[config.mk]
export PLATFORM = sky130hd
export DESIGN_NAME = uart_tx_serializer
export DESIGN_NICKNAME = d
export VERILOG_FILES = /design/src/rtl/uart_tx_serializer.sv
export SDC_FILE = /design/constraint.sdc
export NUM_CORES = 1
export LEC_CHECK = 0
export CAP_MARGIN = 20
export CORE_UTILIZATION = 40
export CTS_CLUSTER_DIAMETER = 30
export DETAILED_ROUTE_END_ITERATION = 10
export PLACE_DENSITY = 0.6
export SYNTH_ARGS = -nofsm -noshare
export SYNTH_HDL_FRONTEND = slang
export SYNTH_SLANG_ARGS = --single-unit
export TNS_END_PERCENT = 30
[constraint.sdc]
create_clock -name clk -period 1.62 [get_ports clk]
set_input_delay 0.405 -clock clk [delete_from_list [all_inputs] [get_ports clk]]
set_output_delay 0.405 -clock clk [all_outputs]
set_load 0.005 [all_outputs]
[src/rtl/uart_tx_serializer.sv]
// UART 8N1 transmitter that drains a byte FIFO through its empty/readEn/dataOut handshake.
// Define UART_TX_PARITY_EN to insert a parity bit between the data bits and the stop bit.
module uart_tx_serializer #(
    parameter int BAUD_DIV   = 868,
    parameter bit PARITY_ODD = 1'b0
) (
    input  logic       clk,
    input  logic       reset,
    input  logic       fifo_empty,
    input  logic [7:0] fifo_data,
    output logic       fifo_rd_en,
    output logic       tx,
    output logic       busy,
    output logic       tx_done
);

    localparam int CNT_W = $clog2(BAUD_DIV);
    localparam logic [CNT_W-1:0] CNT_MAX = CNT_W'(BAUD_DIV - 1);

    typedef enum logic [2:0] {
        S_IDLE,
        S_READ,
        S_LOAD,
        S_START,
        S_DATA,
        S_PARITY,
        S_STOP
    } state_t;

    state_t           state_q, state_d;
    logic [CNT_W-1:0] cnt_q, cnt_d;
    logic [2:0]       idx_q, idx_d;
    logic [7:0]       shreg_q, shreg_d;
    logic             tx_q, tx_d;
    logic             busy_q, busy_d;
    logic             rd_en_q, rd_en_d;
    logic             done_q, done_d;
    logic             bit_end;
    logic [CNT_W-1:0] cnt_next;

`ifdef UART_TX_PARITY_EN
    logic par_q, par_d;
`else
    // Parity sense has no role when no parity bit is sent.
    logic unused_parity_odd;
    assign unused_parity_odd = PARITY_ODD;
`endif

    assign bit_end  = (cnt_q == CNT_MAX);
    assign cnt_next = bit_end ? '0 : cnt_q + 1'b1;

    always_comb begin
        state_d = state_q;
        cnt_d   = cnt_q;
        idx_d   = idx_q;
        shreg_d = shreg_q;
        tx_d    = tx_q;
        rd_en_d = 1'b0;
        done_d  = 1'b0;
`ifdef UART_TX_PARITY_EN
        par_d   = par_q;
`endif
        case (state_q)
            S_IDLE: begin
                tx_d = 1'b1;
                if (!fifo_empty) begin
                    state_d = S_READ;
                    rd_en_d = 1'b1;
                end
            end
            // FIFO presents the popped byte on dataOut at the edge leaving READ.
            S_READ: begin
                state_d = S_LOAD;
            end
            S_LOAD: begin
                shreg_d = fifo_data;
                tx_d    = 1'b0;
                cnt_d   = '0;
                state_d = S_START;
`ifdef UART_TX_PARITY_EN
                par_d   = (^fifo_data) ^ PARITY_ODD;
`endif
            end
            S_START: begin
                cnt_d = cnt_next;
                if (bit_end) begin
                    state_d = S_DATA;
                    tx_d    = shreg_q[0];
                    idx_d   = 3'd0;
                end
            end
            S_DATA: begin
                cnt_d = cnt_next;
                if (bit_end) begin
                    shreg_d = shreg_q >> 1;
                    idx_d   = idx_q + 3'd1;
                    if (idx_q == 3'd7) begin
`ifdef UART_TX_PARITY_EN
                        state_d = S_PARITY;
                        tx_d    = par_q;
`else
                        state_d = S_STOP;
                        tx_d    = 1'b1;
`endif
                    end else begin
                        tx_d = shreg_q[1];
                    end
                end
            end
`ifdef UART_TX_PARITY_EN
            S_PARITY: begin
                cnt_d = cnt_next;
                if (bit_end) begin
                    state_d = S_STOP;
                    tx_d    = 1'b1;
                end
            end
`endif
            S_STOP: begin
                cnt_d = cnt_next;
                if (bit_end) begin
                    state_d = S_IDLE;
                    tx_d    = 1'b1;
                    done_d  = 1'b1;
                end
            end
            default: begin
                state_d = S_IDLE;
                tx_d    = 1'b1;
            end
        endcase
        busy_d = (state_d != S_IDLE);
    end

    always_ff @(posedge clk) begin
        if (reset) begin
            state_q <= S_IDLE;
            cnt_q   <= '0;
            idx_q   <= 3'd0;
            shreg_q <= 8'h00;
            tx_q    <= 1'b1;
            busy_q  <= 1'b0;
            rd_en_q <= 1'b0;
            done_q  <= 1'b0;
`ifdef UART_TX_PARITY_EN
            par_q   <= 1'b0;
`endif
        end else begin
            state_q <= state_d;
            cnt_q   <= cnt_d;
            idx_q   <= idx_d;
            shreg_q <= shreg_d;
            tx_q    <= tx_d;
            busy_q  <= busy_d;
            rd_en_q <= rd_en_d;
            done_q  <= done_d;
`ifdef UART_TX_PARITY_EN
            par_q   <= par_d;
`endif
        end
    end

    assign fifo_rd_en = rd_en_q;
    assign tx         = tx_q;
    assign busy       = busy_q;
    assign tx_done    = done_q;

endmodule

-- Word-level counts from Yosys, hierarchy flattened
Cells that the tools add are included.
- register bits: 28
- word-level logic and storage cells: 54
- memory bits (read-only): 0
- memories kept: 0
- bits in latches: 0
- RAM bits: 0
- reduce and logical (&&, ||, !) cells: 11
- $mul: 0
- bitwise logic cells: 3
- add/subtract/negate cells: 2
- divide/modulo/power cells: 0
- eq/ne operators: 10
- shift-type cells: 0
- magnitude comparators: 0
- muxes and demuxes: 20
- operators with widths (cell ; count):
    3-bit two-way mux ; 7
    10-bit case mux with 2 select lines ; 1
    3-bit case mux with 6 select lines ; 1
    8-bit case mux with 2 select lines ; 1
    10-bit by 1-bit adder with 10-bit output (second input constant) ; 1
    10-bit == test (second input constant) ; 1
    10-bit two-way mux ; 1
    3-bit == test (second input constant) ; 3
    8-bit two-way mux ; 1
    3-bit by 2-bit == test with 1-bit output (second input constant) ; 2
    1-bit two-way mux ; 6
    2-bit != test (second input constant) ; 3
    3-bit case mux with 2 select lines ; 1
    2-bit nonzero test ; 3
    1-bit case mux with 5 select lines ; 1
    4-bit AND reduction ; 1
    2-bit OR reduction ; 2
    3-bit by 1-bit adder with 3-bit output (second input constant) ; 1
    3-bit by 1-bit == test with 1-bit output (second input constant) ; 1
    3-bit zero test ; 1
    1-bit NOT ; 3
    3-bit AND reduction ; 1
    3-bit nonzero test ; 1
    3-bit OR reduction ; 1
    2-bit AND reduction ; 1

-- Logic depth before layout (Yosys ltp)
Gate-level depths: netlist (run 1).
- word-level depth: 5
- gate-level depth with buffers: 7
- mapped depth without buffers: 6

-- Worst setup path after synthesis (run 1)
Ideal clock, no wire load.
- path kind: register to register
- start: reg cnt_q[0]
- end: reg shreg_q[2]
- arrival time: 1.573 ns
- period minus slack after synthesis: 1.653 ns
- cell stages (with the launch flop): 8
- buffers on the path: 2
- setup slack: -0.033 ns
- library setup time: 0.080 ns
- data required time: 1.540 ns
- path through: dfxtp_1 ha_1 and4b_1 buf_6 a41o_4 and2_4 buf_6 a211oi_2
- cells in the longest elaborated chain, start to end: 3
- RTL lines (item ; line ; RTL):
    start, declared ; 31 ; logic [CNT_W-1:0] cnt_q, cnt_d;
    start signal, assigned ; 150 ; cnt_q <= cnt_d;
    10-bit == test ; 49 ; assign bit_end = (cnt_q == CNT_MAX);
    2-bit != test (no source line) ; n/a ;
    2-bit AND reduction (no source line) ; n/a ;
    end signal, assigned ; 152 ; shreg_q <= shreg_d;
    end, declared ; 33 ; logic [7:0] shreg_q, shreg_d;
Every way passes these cells.
A chain may end at the register's enable or synchronous reset.

-- Worst setup path after layout (run 1)
- start: reg cnt_q[0]
- end: reg shreg_q[7]
Same word-level chain as after synthesis.

==> results of run 1 <==
## metal layers
metal / GRT usage [%] / vias to the layer above / share of wire, % / routed length, um
met5: 0 / - / 0 / 0
met4: 6.98 / 0 / 1.5 / 48
met3: 2.74 / 7 / 3.4 / 113
met2: 32.2 / 30 / 51 / 1670
met1: 21.0 / 631 / 44 / 1450
li1: - / 658 / - / -
## placed cells by master, fill, tap and decap left out, types with 2 or more instances in the layout
| cell | n |
|---|---|
| dfxtp_1 | 26 |
| buf_4 | 22 |
| nor2_1 | 14 |
| clkdlybuf4s50_1 | 14 |
| a21oi_1 | 13 |
| nand2_1 | 11 |
| mux2i_1 | 8 |
| nand3_1 | 7 |
| a211oi_2 | 7 |
| o2111ai_1 | 5 |
| inv_1 | 4 |
| xnor2_1 | 4 |
| xor2_1 | 4 |
| clkbuf_8 | 4 |
| o21ai_0 | 3 |
| nor3_1 | 3 |
| or4_1 | 2 |
| o221ai_1 | 2 |
| nor3b_1 | 2 |
| nand2b_1 | 2 |
| nand4_1 | 2 |
| a32oi_1 | 2 |
| a211oi_1 | 2 |
| ha_1 | 2 |
| buf_12 | 2 |
| dfxtp_2 | 2 |
## per-stage QoR
| step | cells | instance area (um2) | TNS, ns | setup slack (ns) |
|---|---|---|---|---|
| global placement | 234 | 1820 | -0.00198 | -0.00198 |
| global route | 238 | 1880 | -0.0869 | -0.0654 |
| finish | 238 | 1880 | 0 | 0.0599 |
| CTS | 238 | 1870 | 0 | 0.0253 |
| detailed placement | 234 | 1820 | -0.0786 | -0.0583 |
| floorplan | 161 | 1480 | 0 | 0.00252 |
## cell families (layout without fill, tap and decap cells)
group | after synthesis | in the layout | synth area share (%)
XOR/XNOR | 8 | 8 | 4.76
AO/OA/AOI/OAI | 44 | 44 | 23.9
adder cells (fa/ha/maj) | 3 | 3 | 2.55
buffers and inverters | 15 | 46 | 5.18
AND/OR/NAND/NOR | 55 | 55 | 20.1
multiplexers | 8 | 8 | 5.44
flip-flops | 28 | 28 | 38.1
## cell usage after synthesis, types with 2 or more instances
cell / instances / area share (%)
inv_1: 4 / 1.0
ha_1: 3 / 2.5
nor3_1: 3 / 1.0
nor2_1: 14 / 3.6
nand3_1: 7 / 2.4
a2111oi_0: 2 / 1.2
o2111ai_1: 5 / 3.0
nand2_1: 11 / 2.8
xor2_1: 4 / 2.4
buf_6: 2 / 1.5
clkbuf_1: 5 / 1.3
nand4_1: 2 / 0.85
mux2i_1: 8 / 5.4
dfxtp_1: 28 / 38
nor3b_1: 2 / 1.0
xnor2_1: 4 / 2.4
o221ai_1: 2 / 1.2
a21oi_1: 13 / 4.4
or4_1: 2 / 1.0
o21ai_0: 3 / 1.0
buf_2: 4 / 1.4
nand2b_1: 2 / 0.85
a211oi_1: 2 / 1.0
a211oi_2: 7 / 5.9
a32oi_1: 2 / 1.2
## state kept, by name, indices dropped and copies added (netlist names)
name / count
busy: 1
cnt_q: 10
fifo_rd_en: 1
idx_q: 3
shreg_q: 8
state_q: 3
tx: 1
tx_done: 1
## power by group through the flow
| stage | sequential [mW] | combinational (mW) | clock [mW] |
|---|---|---|---|
| after floorplan | 0.794 | 0.256 | 0 |
| after global placement | 0.805 | 0.392 | 0 |
| after detailed placement | 0.808 | 0.403 | 0 |
| after CTS | 0.791 | 0.405 | 0.448 |
| after global routing | 0.799 | 0.448 | 0.480 |
| final | 0.793 | 0.407 | 0.430 |
## layout make-up
cell class              count  area (um2)
fillers                   335        1560
multi-input cells         118         847
flip-flops and latches     28         563
repair buffers             38         345
well taps                  46        57.6
clock buffers               4        55.1
inverters                   4        15.0
## timing repair
item | CTS | global route
pin swaps | 0 | 1
gates resized for setup | 2 | 4
endpoints found under the setup margin | 2 | 13
hold buffers | 0 | 0
## path summary, 6_finish.rpt
kind                         startpoint                 endpoint  slack [ns]  depth (start not counted)
setup / recovery  cnt_q[0]$_SDFFE_PP0P_  shreg_q[7]$_SDFFE_PP0P_        0.06                          5
hold reg to reg   idx_q[0]$_SDFFE_PP0P_    idx_q[0]$_SDFFE_PP0P_        0.50                          2
hold / removal    idx_q[0]$_SDFFE_PP0P_    idx_q[0]$_SDFFE_PP0P_        0.50                          2
setup reg to reg  cnt_q[0]$_SDFFE_PP0P_  shreg_q[7]$_SDFFE_PP0P_        0.06                          5
## worst min-delay path, cell delays in order (launching register included)
cell and delay (ns):
dfxtp_1 0.34, nand2_1 0.07, a21oi_1 0.05
==> flow_summary_export.csv, run 1 <==
group,metric,value,unit
status,outcome,"complete, no violations",
finish,final_util,54.7,%
critical_path,crit_arrival,1.72,ns
cts,postCtsSetupBuffers,0,
global_routing,grt_antenna_before_repair,0,
yosys,synthCells,161,
cts,htree_num_levels,1,
critical_path,worstPathRequired,1.78,ns
routing,drt_first_pass_iters,4,
sta,fmax,641,MHz
power,comb_power_share,25.0,%
cts,path_clk_slew,0.09,ns
power,p_leak,0.682,nW
finish,layout.nets,207,
sta,clock_skew,0.00363,ns
power,clock_power_share,26.4,%
finish,n_antenna_cell,0,
sta,hold_viol,0,
critical_path,crit_type,"flop to flop",
yosys,synthArstFlopShare,0,%
yosys,syn_avg_cell_area,9.15,um2
global_routing,grt_max_degree,16,
routing,drc_errors,0,
cts,clk_latency,0.27,ns
critical_path,crit_slowest_cell,"dfxtp_1",
die,rows,21,
yosys,synth_cell_types,45,
power,power_density,866,nW/um2
power,p_sw_share,27.6,%
cts,clockRootBuffer,"clkbuf_8",
cts,cts_tree,"built",
global_routing,grt_pass1_wl,5.68,mm
finish,area_growth_syn_to_layout,27.9,%
yosys,synth-seq-cells,28,
yosys,synth-edff-count,0,
routing,wirelength,3.29,mm
cts,clock-sinks,28,
power,p_sw,0.450,mW
die,die_y,62.7,um
sta,fin_crit_sh,96.3,%
critical_path,endpoint_kind,"flop",
die,start_util,42.8,%
critical_path,path_cells,"ha_2, and4b_2, a41o_4, and2_4, o32ai_1",
die,core-area,3440,um2
critical_path,cp_max_fo,8,
sta,setup_viol,0,
power,vdd_drop_max,0.308,mV
critical_path,path_delay_family,"simple AND/OR/NAND/NOR gates",
critical_path,max_stage_delay,0.35,ns
sta,period_needed,1.56,ns
finish,layout-drive-gt1-share,23.4,%
place,place_hpwl,2.45,mm
global_routing,grt.total_usage,17.9,%
power,power.total,1.63,mW
yosys,yosysSeqAreaShare,38.1,%
power,p_seq_share,48.6,%
sta,worstMarginPinSlew,0.465,ns
die,fp.dieW,62.7,um
yosys,synth-main-ff-cell,"dfxtp_1",
yosys,syn_area,1470,um2
yosys,synth_warnings,0,
critical_path,worstSetupStartpointType,"flop",
critical_path,critPathBufInv,0,
die,dieArea,3930,um2
place,globalplace.congestion,0.895,
sta,slew_viol_final,0,
yosys,synthesis.nets,175,
sta,rsz0062_at_grt,"true",
sta,whs,0.497,ns
global_routing,grt_overflow,0,
sta,slew_headroom,68.9,%
die,io_pins,15,
cts,cts_buffer_depth,2,
routing,via_count,1326,
global_routing,grt_pass1_vias,1334,
run,maxCapViolCount,0,
place,numPortBuffers,14,
power,internal_power,1.18,mW
routing,via_per_inst,5.57,
cts,cts_buffers,3,
routing,wl_per_cell,13.8,um
min_path,hp-class,"flop to flop",
routing,drtAntennaViolNets,0,
routing,drt_iter0_drc,68,
(Power assumes the default switching activity.)
==> run 2, diff against run 1 <==
--- a/config.mk
+++ b/config.mk
@@ -6,10 +6,12 @@
 export NUM_CORES = 1
 export LEC_CHECK = 0
 export CAP_MARGIN = 20
-export CORE_UTILIZATION = 40
+export CELL_PAD_IN_SITES_DETAIL_PLACEMENT = 0
+export CELL_PAD_IN_SITES_GLOBAL_PLACEMENT = 1
+export CORE_UTILIZATION = 38
 export CTS_CLUSTER_DIAMETER = 30
 export DETAILED_ROUTE_END_ITERATION = 10
-export PLACE_DENSITY = 0.6
+export PLACE_DENSITY = 0.72
 export SYNTH_ARGS = -nofsm -noshare
 export SYNTH_HDL_FRONTEND = slang
 export SYNTH_SLANG_ARGS = --single-unit
==> run 2 against run 1 <==
Clock power about the same; sequential power about the same; global-route usage increased by 0.31 points; register-to-register slack about the same; critical path depth unchanged; flip-flop and latch count unchanged; core utilization decreased by 3.0 points; clock-buffer cell count unchanged; sequential share of layout area decreased by 0.33 points.
==> flow_summary_export.csv, run 2 (synthesized netlist as in run 1, its figures left out) <==
group,metric,value,unit
power,p_leak,0.697,nW
finish,layout.cells.non_filler,243,
power,vdd_drop_max,0.345,mV
finish,stdcell_area,1910,um2
critical_path,worstReg2RegStart,"cnt_q[0]$_SDFFE_PP0P_",
global_routing,grt_overflow,0,
die,dieArea,4130,um2
sta,clock_skew,0.00164,ns
global_routing,grt_max_degree,16,
cts,clockRootBuffer,"clkbuf_8",
sta,slew_viol_final,0,
min_path,whs_endpoint,"shreg_q[7]$_SDFFE_PP0P_",
routing,wl_per_cell,14.0,um
die,fp.dieW,64.3,um
critical_path,crit_type,"flop to flop",
power,power_density,857,nW/um2
place,numPortBuffers,14,
critical_path,r2r_cells,5,
critical_path,max_stage_delay,0.33,ns
finish,n_fill_cell,352,
routing,wl_met3,97,um
finish,final_cell_mix,"26 x buf_4, 25 x dfxtp_1, 14 x nor2_1, 14 x clkdlybuf4s50_1, 13 x a21oi_1",
critical_path,endpoint_kind,"flop",
run,maxCapViolCount,0,
cts,clock-sinks,28,
finish,n_antenna_cell,0,
routing,drtAntennaViolNets,0,
sta,setup_ws,0.0673,ns
cts,cts_tree,"built",
cts,cts_buffer_depth,2,
place,placed_area,1820,um2
critical_path,crit_arrival,1.75,ns
routing,drt_iter0_drc,85,
power,power.total,1.64,mW
die,core-area,3690,um2
die,die_y,64.3,um
min_path,holdCritStartpoint,"shreg_q[7]$_SDFFE_PP0P_",
routing,via_per_inst,5.40,
critical_path,path_cells,"ha_2, and4b_2, a41o_4, and2_4, a211oi_2",
routing,via_count,1313,
cts,path_clk_slew,0.09,ns
critical_path,r2r-end,"shreg_q[5]$_SDFFE_PP0P_",
critical_path,crit_slowest_cell,"dfxtp_2",
finish,final_util,51.7,%
place,globalplace.congestion,0.837,
cts,htree_num_levels,1,
routing,wl_met1,1.63,mm
sta,fin_crit_sh,95.8,%
routing,top_layer,"met4",
place,place_hpwl,2.53,mm
sta,slew_headroom,72.1,%
min_path,worstHoldPathCells,2,
routing,drt_first_pass_iters,4,
place,dp.cells,238,
global_routing,grt_pass1_wl,5.93,mm
finish,layout.nets,210,
min_path,hp-class,"flop to flop",
critical_path,worst-r2r-setup-slack,0.07,ns
sta,whs,0.482,ns
sta,fmax,644,MHz
cts,cts_buffers,3,
die,rows,22,
finish,layout-drive-gt1-share,26.2,%
routing,dr_wl_met2,1.61,mm
critical_path,cp_max_fo,8,
finish,largest_reg_flops,10,
place,place_worst_setup_slack,-0.0303,ns
sta,setup_viol,0,
sta,period_needed,1.55,ns
sta,rsz0062_at_grt,"true",
sta,hold_viol,0,
die,io_pins,15,
cts,postCtsHoldBufs,0,
cts,clk_latency,0.28,ns
die,start_util,39.9,%
status,outcome,"complete, no violations",
sta,fin_tns_setup,0,ns
sta,worstMarginPinSlew,0.417,ns
routing,drc_errors,0,
finish,final_common_cell,"buf_4",
global_routing,grt.total_usage,18.2,%
global_routing,grt_pass1_vias,1308,
global_routing,grt_antenna_before_repair,0,
critical_path,worstSetupStartpointType,"flop",
finish,largest-register,"cnt_q",
finish,top_regs,"cnt_q (10), shreg_q (8)",
critical_path,worstPathRequired,1.82,ns
routing,wirelength,3.41,mm
finish,area_growth_syn_to_layout,29.6,%
==> run 2: changes by cell type in the layout (fill, tap and decap cells not counted), sizes merged <==
cell	change
buf	+3
==> run 2: report_power, final <==
| part | internal [mW] | leakage [nW] | switching, mW |
|---|---|---|---|
| combinational | 0.214 | 0.438 | 0.199 |
| clock | 0.218 | 0.0288 | 0.212 |
| sequential | 0.748 | 0.230 | 0.0441 |
| total | 1.18 | 0.697 | 0.455 |
==> run 2: timing repair <==
action                     CTS  global route
setup endpoints to repair    2            11
gates cloned                 0             0
pin swaps                    0             2
setup buffers                0             1
gates resized for setup      1             8
==> run 2: worst max-delay path by stage <==
stage / startpoint / to / slack (ns) / cells after the start
floorplan: cnt_q[0]$_SDFFE_PP0P_ / shreg_q[2]$_SDFFE_PP0P_ / 0.003 / 7
global placement: reset / tx$_SDFFE_PP1P_ / 0.007 / 5
detailed placement: reset / tx$_SDFFE_PP1P_ / -0.03 / 5
CTS: cnt_q[0]$_SDFFE_PP0P_ / busy$_SDFF_PP0_ / 0.005 / 6
global route: cnt_q[0]$_SDFFE_PP0P_ / shreg_q[7]$_SDFFE_PP0P_ / -0.0006 / 5
finish: cnt_q[0]$_SDFFE_PP0P_ / shreg_q[5]$_SDFFE_PP0P_ / 0.07 / 5
==> run 2: critical path: cells and delay by family, from the launching register on <==
family	cells	cell delay, ns
compound gates	2	0.50
flops	1	0.33
simple gates	2	0.47
fa+ha+maj	1	0.17
==> run 2: final cells by class <==
class / instances / area, um2 / area share (%)
multi-input cells: 118 / 858 / 45.0
flip-flops and latches: 28 / 564 / 29.6
repair buffers: 41 / 355 / 18.6
well taps: 48 / 60.1 / 3.15
clock buffers: 4 / 55.1 / 2.89
inverters: 4 / 15.0 / 0.787
==> run 2: metal layers <==
metal / global-route usage (%) / vias up
met3: 1.79 / 7
li1: - / 664
met2: 29.7 / 22
met1: 24.1 / 620
met4: 7.78 / 0
met5: 0 / -
==> run 3, diff against run 2 <==
--- a/config.mk
+++ b/config.mk
@@ -5,12 +5,12 @@
 export SDC_FILE = /design/constraint.sdc
 export NUM_CORES = 1
 export LEC_CHECK = 0
-export CAP_MARGIN = 20
 export CELL_PAD_IN_SITES_DETAIL_PLACEMENT = 0
 export CELL_PAD_IN_SITES_GLOBAL_PLACEMENT = 1
 export CORE_UTILIZATION = 38
 export CTS_CLUSTER_DIAMETER = 30
 export DETAILED_ROUTE_END_ITERATION = 10
+export MAX_ROUTING_LAYER = met4
 export PLACE_DENSITY = 0.72
 export SYNTH_ARGS = -nofsm -noshare
 export SYNTH_HDL_FRONTEND = slang
==> run 3 against run 2 <==
Worst setup slack lost 0.0013 ns; combinational power is essentially flat; sequential power is essentially flat; cell count is the same; critical path type unchanged.
==> flow_summary_export.csv, run 3 (synthesized netlist as in run 1, its figures left out) <==
group,metric,value,unit
status,outcome,"complete, no violations",
finish,final_common_cell,"buf_4",
die,core-area,3690,um2
critical_path,cp_max_fo,8,
global_routing,grt_pass1_vias,1311,
cts,clock-sinks,28,
power,power_density,857,nW/um2
place,placed_area,1820,um2
critical_path,endpoint_kind,"flop",
finish,layout.nets,210,
power,vdd_drop_max,0.344,mV
die,dieArea,4130,um2
sta,slew_headroom,72.1,%
sta,period_needed,1.55,ns
die,rows,22,
die,start_util,39.9,%
routing,drtAntennaViolNets,0,
cts,cts_buffers,3,
critical_path,critPathBufInv,0,
place,globalplace.congestion,0.850,
sta,fin_crit_sh,95.9,%
global_routing,grt.total_usage,18.7,%
global_routing,grt_pass1_wl,5.93,mm
critical_path,worstSetupStartpointType,"flop",
sta,rsz0062_at_grt,"true",
die,io_pins,15,
sta,setup_viol,0,
critical_path,path_delay_family,"compound AO/OA/AOI/OAI gates",
power,power.total,1.64,mW
die,fp.dieW,64.3,um
routing,wirelength,3.41,mm
finish,stdcell_area,1910,um2
routing,drt_first_pass_iters,4,
cts,path_clk_slew,0.09,ns
sta,worstMarginPinSlew,0.417,ns
run,maxCapViolCount,0,
critical_path,worstPathRequired,1.82,ns
sta,hold_viol,0,
min_path,hp-class,"flop to flop",
routing,via_count,1316,
sta,whs,0.482,ns
routing,via_per_inst,5.42,
critical_path,crit_arrival,1.75,ns
finish,largest-register,"cnt_q",
finish,n_fill_cell,352,
critical_path,worst-r2r-setup-slack,0.07,ns
sta,clock_skew,0.00129,ns
cts,cts_tree,"built",
die,die_y,64.3,um
sta,slew_viol_final,0,
routing,drt_iter0_drc,84,
power,p_leak,0.697,nW
cts,clk_latency,0.27,ns
critical_path,crit_type,"flop to flop",
routing,wl_per_cell,14.0,um
place,place_hpwl,2.53,mm
finish,n_antenna_cell,0,
global_routing,grt_max_degree,16,
critical_path,max_stage_delay,0.33,ns
global_routing,grt_overflow,0,
finish,top_regs,"cnt_q (10), shreg_q (8)",
global_routing,grt_antenna_before_repair,0,
finish,largest_reg_flops,10,
cts,clockRootBuffer,"clkbuf_8",
finish,area_growth_syn_to_layout,29.6,%
finish,final_cell_mix,"26 x buf_4, 25 x dfxtp_1, 14 x nor2_1, 14 x clkdlybuf4s50_1, 13 x a21oi_1",
finish,layout-drive-gt1-share,26.2,%
critical_path,crit_slowest_cell,"dfxtp_2",
sta,fmax,644,MHz
critical_path,path_cells,"ha_2, and4b_2, a41o_4, and2_4, a211oi_2",
cts,htree_num_levels,1,
routing,drc_errors,0,
place,numPortBuffers,14,
cts,cts_buffer_depth,2,
[run 3: per-layer routing]
layer	GRT usage (%)	share of wire (%)
met1	24.1	48
met2	29.7	47
met3	1.79	3.1
met4	7.78	1.9
met5	-	0
[run 3: path summary, 6_finish.rpt]
path | cells after the start | end | startpoint
max | 5 | shreg_q[5]$_SDFFE_PP0P_ | cnt_q[0]$_SDFFE_PP0P_
min | 2 | shreg_q[7]$_SDFFE_PP0P_ | shreg_q[7]$_SDFFE_PP0P_
max reg2reg | 5 | shreg_q[5]$_SDFFE_PP0P_ | cnt_q[0]$_SDFFE_PP0P_
min reg2reg | 2 | shreg_q[7]$_SDFFE_PP0P_ | shreg_q[7]$_SDFFE_PP0P_
[run 3: power by group]
group / internal, mW / total (mW) / leakage (nW) / switching, mW
clock network: 0.218 / 0.430 / 0.0288 / 0.212
logic: 0.214 / 0.413 / 0.438 / 0.199
registers: 0.748 / 0.792 / 0.230 / 0.0442
total: 1.18 / 1.64 / 0.697 / 0.456
[run 3: cell type report]
class,count,area (um2),area share (%)
clock buffer,4,55.1,2.89
multi-input combinational,118,858,45.0
tap,48,60.1,3.15
sequential,28,564,29.6
inverter,4,15.0,0.787
timing repair buffer,41,355,18.6
[run 3: repair_timing]
action | 4_1_cts | 5_1_grt
buffers inserted | 0 | 1
hold endpoints to repair | 0 | 0
pin swaps | 0 | 2
gates resized for setup | 1 | 8
endpoints found under the setup margin | 2 | 11
hold buffers | 0 | 0
[run 3: through the flow]
step / utilization [%] / setup slack [ns] / instances / setup TNS, ns
5_1_grt: 51.7 / -0.000562 / 243 / -0.000562
3_5_place_dp: 49.4 / -0.0303 / 238 / -0.0481
3_3_place_gp: 49.4 / 0.00705 / 238 / 0
4_1_cts: 50.9 / 0.00503 / 242 / 0
6_report: 51.7 / 0.0660 / 243 / 0
2_1_floorplan: - / 0.00252 / 161 / 0
[run 3: tightest hold or removal path: stages, from the launching register on]
cell	delay, ns
dfxtp_1	0.32
nand2_1	0.06
o32ai_1	0.06
